<file path="src/rtl/conv_pkg.sv">
// Shared definitions for the 3x3 convolution window engine: default sizes,
// derived arithmetic widths, FSM state type and the output clamp.
package conv_pkg;

   localparam int unsigned ImgSizeDef = 256;
   localparam int unsigned OutSizeDef = ImgSizeDef - 2;
   localparam int unsigned AddrWDef   = 16;
   localparam int unsigned CoefWDef   = 8;
   localparam int unsigned ShiftDef   = 4;

   localparam int unsigned PixW   = 8;
   localparam int unsigned Taps   = 9;
   // Nine products can grow the magnitude by at most 9x, which 4 extra bits cover.
   localparam int unsigned GuardW = 4;
   // Common width handed to the clamp so it works for any coefficient width.
   localparam int unsigned ClampW = 32;

   // Unsigned 8-bit pixel (as 9-bit signed) times signed coefficient.
   function automatic int unsigned prodWidth(input int unsigned coefW);
      return PixW + 1 + coefW;
   endfunction

   function automatic int unsigned sumWidth(input int unsigned coefW);
      return prodWidth(coefW) + GuardW;
   endfunction

   typedef enum logic [1:0] {
      StIdle,
      StRun,
      StDrain
   } convStateT;

   // Saturate a signed value into the 0..255 pixel range.
   function automatic logic [PixW-1:0] clampPixel(input logic signed [ClampW-1:0] v);
      if (v < 0) begin
         return '0;
      end else if (v > 255) begin
         return 8'hFF;
      end else begin
         return v[PixW-1:0];
      end
   endfunction

endpackage

</file>
<file path="src/rtl/conv_mac_tree.sv">
// Nine signed multipliers feeding an adder tree. Two register stages (products,
// then sum) share one advance enable so a downstream stall freezes both.
module conv_mac_tree
   import conv_pkg::*;
#(
   parameter int unsigned ADDR_W = AddrWDef,
   parameter int unsigned COEF_W = CoefWDef,
   localparam int unsigned ProdW = prodWidth(COEF_W),
   localparam int unsigned SumW  = sumWidth(COEF_W)
) (
   input  logic                          clk,
   input  logic                          rst_n,
   input  logic                          en,
   input  logic                          inValid,
   input  logic [ADDR_W-1:0]             inAddr,
   input  logic [Taps-1:0][PixW-1:0]     pix,
   input  logic [Taps-1:0][COEF_W-1:0]   coef,
   output logic                          prodValid,
   output logic                          sumValid,
   output logic [ADDR_W-1:0]             sumAddr,
   output logic signed [SumW-1:0]        sum
);

   logic signed [ProdW-1:0] prodD [Taps];
   logic signed [ProdW-1:0] prodQ [Taps];
   logic [ADDR_W-1:0]       prodAddr;
   logic signed [SumW-1:0]  pairSum [5];
   logic signed [SumW-1:0]  sumD;

   // Pixels are zero-extended (always non-negative), coefficients sign-extended.
   always_comb begin
      for (int i = 0; i < Taps; i++) begin
         prodD[i] = $signed({{(COEF_W + 1){1'b0}}, pix[i]})
                  * $signed({{(PixW + 1){coef[i][COEF_W-1]}}, coef[i]});
      end
   end

   // S1: register products together with their output index.
   always_ff @(posedge clk or negedge rst_n) begin
      if (!rst_n) begin
         prodValid <= 1'b0;
         prodAddr  <= '0;
         for (int i = 0; i < Taps; i++) begin
            prodQ[i] <= '0;
         end
      end else if (en) begin
         prodValid <= inValid;
         prodAddr  <= inAddr;
         for (int i = 0; i < Taps; i++) begin
            prodQ[i] <= prodD[i];
         end
      end
   end

   // Balanced adder tree over sign-extended products.
   always_comb begin
      for (int i = 0; i < 4; i++) begin
         pairSum[i] = $signed({{GuardW{prodQ[2*i][ProdW-1]}}, prodQ[2*i]})
                    + $signed({{GuardW{prodQ[2*i+1][ProdW-1]}}, prodQ[2*i+1]});
      end
      pairSum[4] = $signed({{GuardW{prodQ[8][ProdW-1]}}, prodQ[8]});
      sumD = (pairSum[0] + pairSum[1]) + (pairSum[2] + pairSum[3]) + pairSum[4];
   end

   // S2: register the accumulated sum.
   always_ff @(posedge clk or negedge rst_n) begin
      if (!rst_n) begin
         sumValid <= 1'b0;
         sumAddr  <= '0;
         sum      <= '0;
      end else if (en) begin
         sumValid <= prodValid;
         sumAddr  <= prodAddr;
         sum      <= sumD;
      end
   end

endmodule

</file>
<file path="src/rtl/conv_window_engine.sv">
// Frame sequencer around the window RAM: sweeps every valid 3x3 window in raster
// order, filters it through the MAC tree, then shifts/clamps and hands each
// pixel downstream over valid/ready.
module conv_window_engine
   import conv_pkg::*;
#(
   parameter int unsigned IMG_SIZE = ImgSizeDef,
   parameter int unsigned ADDR_W   = AddrWDef,
   parameter int unsigned COEF_W   = CoefWDef,
   parameter int unsigned SHIFT    = ShiftDef
) (
   input  logic                     clk,
   input  logic                     rst_n,
   input  logic                     start,
   input  logic signed [COEF_W-1:0] k0,
   input  logic signed [COEF_W-1:0] k1,
   input  logic signed [COEF_W-1:0] k2,
   input  logic signed [COEF_W-1:0] k3,
   input  logic signed [COEF_W-1:0] k4,
   input  logic signed [COEF_W-1:0] k5,
   input  logic signed [COEF_W-1:0] k6,
   input  logic signed [COEF_W-1:0] k7,
   input  logic signed [COEF_W-1:0] k8,
   output logic [ADDR_W-1:0]        im_addr,
   input  logic [PixW-1:0]          p0,
   input  logic [PixW-1:0]          p1,
   input  logic [PixW-1:0]          p2,
   input  logic [PixW-1:0]          p3,
   input  logic [PixW-1:0]          p4,
   input  logic [PixW-1:0]          p5,
   input  logic [PixW-1:0]          p6,
   input  logic [PixW-1:0]          p7,
   input  logic [PixW-1:0]          p8,
   output logic [PixW-1:0]          out_pixel,
   output logic [ADDR_W-1:0]        out_addr,
   output logic                     out_valid,
   input  logic                     out_ready,
   output logic                     busy,
   output logic                     done
);

   localparam int unsigned OutSize = IMG_SIZE - 2;
   localparam int unsigned SumW    = sumWidth(COEF_W);
   localparam logic [ADDR_W-1:0] LastIdx = ADDR_W'(OutSize - 1);

   convStateT                   state;
   logic [ADDR_W-1:0]           row;
   logic [ADDR_W-1:0]           col;
   logic [ADDR_W-1:0]           issueAddr;
   logic [Taps-1:0][COEF_W-1:0] coefQ;
   logic [Taps-1:0][COEF_W-1:0] kIn;
   logic [Taps-1:0][PixW-1:0]   pix;

   logic                        stall;
   logic                        issue;
   logic                        lastAccept;
   logic                        prodValid;
   logic                        sumValid;
   logic [ADDR_W-1:0]           sumAddr;
   logic signed [SumW-1:0]      sum;
   logic signed [SumW-1:0]      shifted;
   logic signed [ClampW-1:0]    shiftedExt;

   assign kIn = {k8, k7, k6, k5, k4, k3, k2, k1, k0};
   assign pix = {p8, p7, p6, p5, p4, p3, p2, p1, p0};

   // A held output freezes every stage, the counters and the RAM address.
   assign stall      = out_valid && !out_ready;
   assign issue      = (state == StRun) && !stall;
   // Last word leaving with nothing left behind it in the pipeline.
   assign lastAccept = out_valid && out_ready && !prodValid && !sumValid;

   // Frame FSM: kernel latch, raster window counters and busy/done flags.
   always_ff @(posedge clk or negedge rst_n) begin
      if (!rst_n) begin
         state     <= StIdle;
         row       <= '0;
         col       <= '0;
         im_addr   <= '0;
         issueAddr <= '0;
         coefQ     <= '0;
         busy      <= 1'b0;
         done      <= 1'b0;
      end else begin
         done <= 1'b0;
         case (state)
            StIdle: begin
               if (start) begin
                  coefQ     <= kIn;
                  row       <= '0;
                  col       <= '0;
                  im_addr   <= '0;
                  issueAddr <= '0;
                  busy      <= 1'b1;
                  state     <= StRun;
               end
            end
            StRun: begin
               if (!stall) begin
                  issueAddr <= issueAddr + ADDR_W'(1);
                  if (col == LastIdx) begin
                     col <= '0;
                     if (row == LastIdx) begin
                        row     <= '0;
                        im_addr <= '0;
                        state   <= StDrain;
                     end else begin
                        row     <= row + ADDR_W'(1);
                        // Skip the two columns with no full window to the next row start.
                        im_addr <= im_addr + ADDR_W'(3);
                     end
                  end else begin
                     col     <= col + ADDR_W'(1);
                     im_addr <= im_addr + ADDR_W'(1);
                  end
               end
            end
            StDrain: begin
               if (lastAccept) begin
                  busy  <= 1'b0;
                  done  <= 1'b1;
                  state <= StIdle;
               end
            end
            default: state <= StIdle;
         endcase
      end
   end

   conv_mac_tree #(
      .ADDR_W (ADDR_W),
      .COEF_W (COEF_W)
   ) uMacTree (
      .clk       (clk),
      .rst_n     (rst_n),
      .en        (!stall),
      .inValid   (issue),
      .inAddr    (issueAddr),
      .pix       (pix),
      .coef      (coefQ),
      .prodValid (prodValid),
      .sumValid  (sumValid),
      .sumAddr   (sumAddr),
      .sum       (sum)
   );

   // Arithmetic shift floors toward minus infinity before clamping.
   always_comb begin
      shifted    = sum >>> SHIFT;
      shiftedExt = $signed({{(ClampW - SumW){shifted[SumW-1]}}, shifted});
   end

   // S3: output register, held while the consumer is not ready.
   always_ff @(posedge clk or negedge rst_n) begin
      if (!rst_n) begin
         out_valid <= 1'b0;
         out_pixel <= '0;
         out_addr  <= '0;
      end else if (!stall) begin
         out_valid <= sumValid;
         if (sumValid) begin
            out_pixel <= clampPixel(shiftedExt);
            out_addr  <= sumAddr;
         end
      end
   end

endmodule
</file>
<file path="config.mk">
export PLATFORM = sky130hd
export DESIGN_NAME = conv_window_engine
export DESIGN_NICKNAME = d
export VERILOG_FILES = /design/src/rtl/conv_pkg.sv /design/src/rtl/conv_mac_tree.sv /design/src/rtl/conv_window_engine.sv
export SDC_FILE = /design/constraint.sdc
export NUM_CORES = 2
export LEC_CHECK = 0
export CAP_MARGIN = 0
export CELL_PAD_IN_SITES_DETAIL_PLACEMENT = 1
export CELL_PAD_IN_SITES_GLOBAL_PLACEMENT = 1
export CORE_MARGIN = 5
export CORE_UTILIZATION = 49
export DETAILED_ROUTE_END_ITERATION = 10
export GPL_ROUTABILITY_DRIVEN = 0
export PLACE_DENSITY = 0.93
export SYNTH_ARGS = -nofsm -noshare
export SYNTH_HDL_FRONTEND = slang
export SYNTH_SLANG_ARGS = --single-unit
</file>
<file path="constraint.sdc">
create_clock -name clk -period 7.75 [get_ports clk]
set_input_delay 1.55 -clock clk [delete_from_list [all_inputs] [get_ports clk]]
set_output_delay 1.55 -clock clk [all_outputs]
set_load 0.05 [all_outputs]
</file>
* Word-level counts from Yosys, hierarchy flattened *
Index checks and enable logic that the tools add are counted.

storage, ports and cells
  register bits after elaboration = 373

operators by class
  add/subtract/negate cells = 13
  multiply operators = 9
  order comparisons = 2
  equality and inequality tests = 9
  muxes and demuxes = 27
  bitwise gates (word level) = 1
  reduce and logical (&&, ||, !) cells = 18

operators with widths
  cell                   number
  $mux 16                10
  $mul 9x8->17           9
  $pmux 16 s2            4
  $add 17x17->18         4
  $add 16x1->16 const B  4
  $add 21x21->21         3
  $eq 16x8->1 const B    2
  $add 21x17->21         1
  $gt 17x9->1 const B    1
  $lt 17x1->1 const B    1
  $add 16x2->16 const B  1
  $mux 8                 2
  $mux 2                 5
  $ne 2x2->1 const B     3
  $pmux 2 s3             1
  $reduce_and 3->1       2
  $logic_and 1x1->1      5
  $reduce_and 5->1       1
  $logic_not 1->1        4
  $mux 1                 4
  $ne 2x1->1 const B     2
  $reduce_and 2->1       2
  $reduce_and 4->1       1
  $reduce_bool 2->1      2
  other kinds (5)        5

* Depth between registers and ports, before layout *
  depth after elaboration = 5
  mapped depth = 24

* By module *
Synthesis repeated with hierarchy kept, for this count alone.

second synthesis, totals
  cell total of the unflattened synthesis = 4035
  area, all modules = 39715.6 sq um

by module, submodules not included
  module              instances  cells an instance  area an instance (sq um)  seq. area each (sq um)
  conv_mac_tree       1          3400               32344.8                   5205.0
  conv_window_engine  1          635                7370.8                    4129.0

* Least setup slack after synthesis *
Ideal clock, no wire load.

  path kind = input -> register
  start point = in p7[3]
  end point = reg uMacTree.prodQ[31] (netlist bit)
  data arrival time = 5.523 ns
  path slack = 2.158 ns
  cell stages on the path = 16
  path buffers = 0
  cells stage by stage = and2_1 -> fa_1 -> inv_1 -> fa_1 -> fa_1 -> fa_1 -> inv_1 -> ha_1 -> nor2b_1 -> o21ai_0 -> a21boi_0 -> o21ai_0 -> a21boi_0 -> a21oi_1 -> or4b_2 -> nand3_1

on the way
  cells in the longest elaborated chain, start to end = 1

ends and longest elaborated chain
  element                          line                      source
  from (decl)                      conv_window_engine.sv:32  input logic [PixW-1:0] p7,
  $mul 9x8->17                     conv_mac_tree.sv:34       * $signed({{(PixW + 1){coef[i][COEF_W-1]}}, coef[i]});
  to (signal, indexed assignment)  conv_mac_tree.sv:50       prodQ[i] <= prodD[i];
  to (decl)                        conv_mac_tree.sv:25       logic signed [ProdW-1:0] prodQ [Taps];

Every way passes these cells.
A chain may end at the register's enable or synchronous reset.

* Worst setup path after layout *
  start point = reg uMacTree.prodQ[17] (netlist bit)
  end point = reg uMacTree.sum[19]

on the way
  cells in the longest elaborated chain, start to end = 4

ends and longest elaborated chain
  element                      line                 source
  $add 17x17->18               conv_mac_tree.sv:59  + $signed({{GuardW{prodQ[2*i+1][ProdW-1]}}, prodQ[2*i+1]});
  $add 21x21->21 (2 in a row)  conv_mac_tree.sv:62  sumD = (pairSum[0] + pairSum[1]) + (pairSum[2] + pairSum[3]) + pairSum[4];
  $add 21x17->21               conv_mac_tree.sv:62
  to (signal assigned)         conv_mac_tree.sv:74  sum <= sumD;
  to (decl)                    conv_mac_tree.sv:21  output logic signed [SumW-1:0] sum

Every way passes these cells.

==> flow_results.org <==
** Timing
- Worst clock skew :: 0.0402 ns
- Slew @ Worst Pin :: 0.983 ns
- The hold violation count in the final report came to 0.
- F_max :: 156 MHz
- The number of pins with negative max-slew slack in the final report was 0.
- Subtracting the final worst setup slack from the clock period gives 6.41 ns.
- Setup repair after global routing left no endpoint under its margin.
- The worst pin sits at a relative slew slack of 34.5%.
- Setup violations remaining at the end of the flow were counted as 0.
- The worst path uses 82.7% of the clock period.
- For the final routed database, the setup TNS stands at 0 ns.

** Yosys
- Netlist area before placement :: 38,700 um2
- During synthesis, Yosys emitted a total of 0 warnings.
- Counting distinct cell types in the post-synthesis netlist gives 76.
- Dividing the synthesized area by the synthesized cell count gives 9.16 um2.
- In the post-synthesis netlist, the cell with the most instances is inv_1.
- Counting flops with an async set or reset pin after synthesis yields a share of 100%.
- Post-synthesis sequential area ratio :: 23.9%
- Flops & latches, synth :: 369
- Ranked by instance count, the synthesized netlist is headed by 608 x inv_1, 597 x nand2_1, 481 x ha_1.
- Dominant cell type by area after synthesis :: dfrtp_1
- Ranked by total cell area, the synthesized netlist is headed by dfrtp_1 24%, fa_1 20%, ha_1 16%, inv_1 5.9%, nand2_1 5.8%.
- Synthesis produced a netlist whose cell count is 4,220.
- Synth Flop Type :: dfrtp_1
- Summed over its instances, the top area cell type makes up 23.9% of the synthesized netlist area.
- Number of enable flip-flop cells after synthesis :: 0
- The number of nets handed over by synthesis was 5,241.

** Cells and area
- Number of nets in the finished design :: 5,396
- Synth-to-layout area growth :: 11.7%
- N_diodes :: 0
- Ratio of cells with drive above 1 in the final layout :: 4.38%

** Worst setup path
- STA classifies the critical path endpoint as a flip-flop.
- STA puts the critical path data arrival time at 6.87 ns.
- Measured in cells, the most critical reg-to-reg path has a length of 23.
- At the worst endpoint, the required time is 8.20 ns.
- Startpoint types :: flip-flop
- Largest stage delay on the critical path :: 0.49 ns
- Walking the worst path, the cells encountered are ha_1 -> fa_1 -> a21o_1 -> a21oi_1 -> o21bai_1 -> a21oi_1 -> o21a_1 -> o21ai_0 -> a21oi_1 -> xnor2_1 -> fa_1 -> inv_1 -> fa_1 -> inv_1 -> fa_1 -> ha_1 -> nand3_1 -> or2_2 -> or4_1 -> a21oi_1 -> o21ai_0 -> nand4b_1 -> o311ai_0.
- Max FO, Critical Path :: 4
- Kind of critical path :: reg2reg
- For this design, the slowest cell found on the critical path is fa_1.
- The critical path runs through a total of 23 cells.
- Combined buffer and inverter count along the critical path :: 2
- Cell family with most CP delay :: adder cells

** Global route
- Vias in the first global route :: 35,323
- Initial antenna violation count :: 0
- Global routing used 26.6% of the available tracks.
- Global routing finished with a remaining overflow of 0.
- Largest net degree at the start of global routing :: 187
- The first global-routing pass estimated 186,000 um of wire.

** Die
- The core region is 78,600 um2.
- Die area :: 84,600 um2
- In this run the horizontal extent of the chip is 291 um.
- Initial cell density of the core :: 49.2%
- After floorplanning, the core was divided into 103 placement rows.
- The die is 291 um tall.
- In this run the count of I/O pins placed on the die edge is 191.

** Detailed routing
- After detailed routing, the number of remaining DRC violations is 0.
- Detail-routed via count per cell :: 5.64
- Total via count in the routed design :: 30,749
- Summed over all layers, the routed wires come to 113,000 um.
- In the final routed layout, each cell accounts on average for 20.7 um.
- First-pass iteration count of the detailed router :: 5
- In this run, the number of DRC markers left after iteration 0 of detailed routing was 1,525.
- The detail route stage leaves a number of antenna-violating nets equal to 0.

** Placed design
- The count of buffers added on input and output ports is 190.
- Dpl hpwl :: 86,900 um

** Clock tree
- Buffers inserted to repair hold after CTS numbered 0.
- CTS tree :: built
- For this design, the sink count on the clock tree is 369.
- Clock tree synthesis inserted a total of 47 buffers.
- The clock passes through at most 3 buffers.
- CTS clk-pin slew, worst paths :: 0.06 ns
- Quantity of gates resized following cts :: 0
- In this run the clock root is driven by a clkbuf_16.
- Count of buffers added by post-CTS timing repair for setup :: 0
- H-tree level count :: 2
- Clock latency on the worst-skew pair, taken at its later pin, is 0.63 ns.

** Outcome
- The run finished with clean final reports.

** Flow run
- Across the run, the number of max-cap violations was 0.

** Worst hold path
- The worst hold path was traced through 2 stages.
- Type of the tightest min-delay check :: reg2reg
-- tightest hold or removal path, stage by stage, from the launching register on --
cell,delay (ns)
dfrtp_1,0.34
nand2_1,0.05
nand2_1,0.05
-- final cells by class --
| class | instances | area (um2) |
|---|---|---|
| flip-flops and latches | 369 | 9230 |
| multi-input cells | 3149 | 26800 |
| fillers | 8992 | 35400 |
| clock buffers | 55 | 1240 |
| inverters | 608 | 2280 |
| well taps | 1050 | 1310 |
| repair buffers | 200 | 2020 |
| clock inverters | 25 | 294 |
-- kinds of logic (layout without fill, tap and decap cells) --
group / count (synthesis) / count (layout) / synth area share [%]
AND/OR/NAND/NOR: 1406 / 1406 / 17.4
adder cells (fa/ha/maj): 873 / 873 / 35.9
buffers and inverters: 702 / 888 / 6.85
AO/OA/AOI/OAI: 602 / 602 / 9.46
flip-flops: 369 / 369 / 23.9
XOR/XNOR: 188 / 188 / 4.26
multiplexers: 80 / 80 / 2.33
-- metal layers --
metal	routed length (um)	up-vias	track usage [%]
met5	0	-	0
met2	60300	690	50.0
met4	3600	0	8.10
met3	4190	253	3.28
li1	-	13963	-
met1	44800	15843	31.6
-- state kept, by name, summed over array words and instances, names as in the netlist --
signal,count
uMacTree.sumValid,1
uMacTree.sumAddr,16
uMacTree.prodQ,136
uMacTree.sum,17
out_addr,16
issueAddr,16
uMacTree.prodAddr,16
done,1
col,16
busy,1
uMacTree.pairSum,17
out_pixel,8
out_valid,1
uMacTree.prodValid,1
im_addr,16
row,16
coefQ,72
state,2
-- placed cells by master (no fill, tap or decap), drive strengths merged, types with 55 or more instances in the layout --
cell type / netlist / layout
a21oi: 200 / 200
and2: 293 / 293
clkbuf: 75 / 55
clkdlybuf4s50: 0 / 189
dfrtp: 369 / 369
fa: 392 / 392
ha: 481 / 481
inv: 608 / 608
mux2: 79 / 79
nand2: 598 / 598
nand2b: 86 / 86
nor2: 218 / 218
o21ai: 169 / 169
xnor2: 92 / 92
xor2: 96 / 96
-- worst paths after layout --
kind	start	endpoint	slack, ns
max in group asynchronous	rst_n	issueAddr[9]	5.50
worst max-delay path	uMacTree.prodQ[17]	uMacTree.sum[19]	1.34
worst min-delay path	uMacTree.prodAddr[7]	uMacTree.prodAddr[7]	0.47
worst max register to register	uMacTree.prodQ[17]	uMacTree.sum[19]	1.34
min in group asynchronous	rst_n	coefQ[40]	0.91
worst min register to register	uMacTree.prodAddr[7]	uMacTree.prodAddr[7]	0.47
-- metrics by stage --
| step | hold WS (ns) | setup slack (ns) | util [%] | std cells | cell area, um2 |
|---|---|---|---|---|---|
| 2_1_floorplan | 0.435 | 2.16 | - | 4220 | 38700 |
| 3_3_place_gp | 0.450 | 1.35 | 53.0 | 5376 | 41700 |
| 3_5_place_dp | 0.464 | 1.08 | 53.0 | 5376 | 41700 |
| 4_1_cts | 0.476 | 1.35 | 54.9 | 5456 | 43200 |
| 5_1_grt | 0.495 | 0.984 | 54.9 | 5456 | 43200 |
| 6_report | 0.473 | 1.34 | 54.9 | 5456 | 43200 |
Power is left out: the tool's default activity adds up to more than one toggle a clock period on the data nets, which glitch-free logic cannot reach.
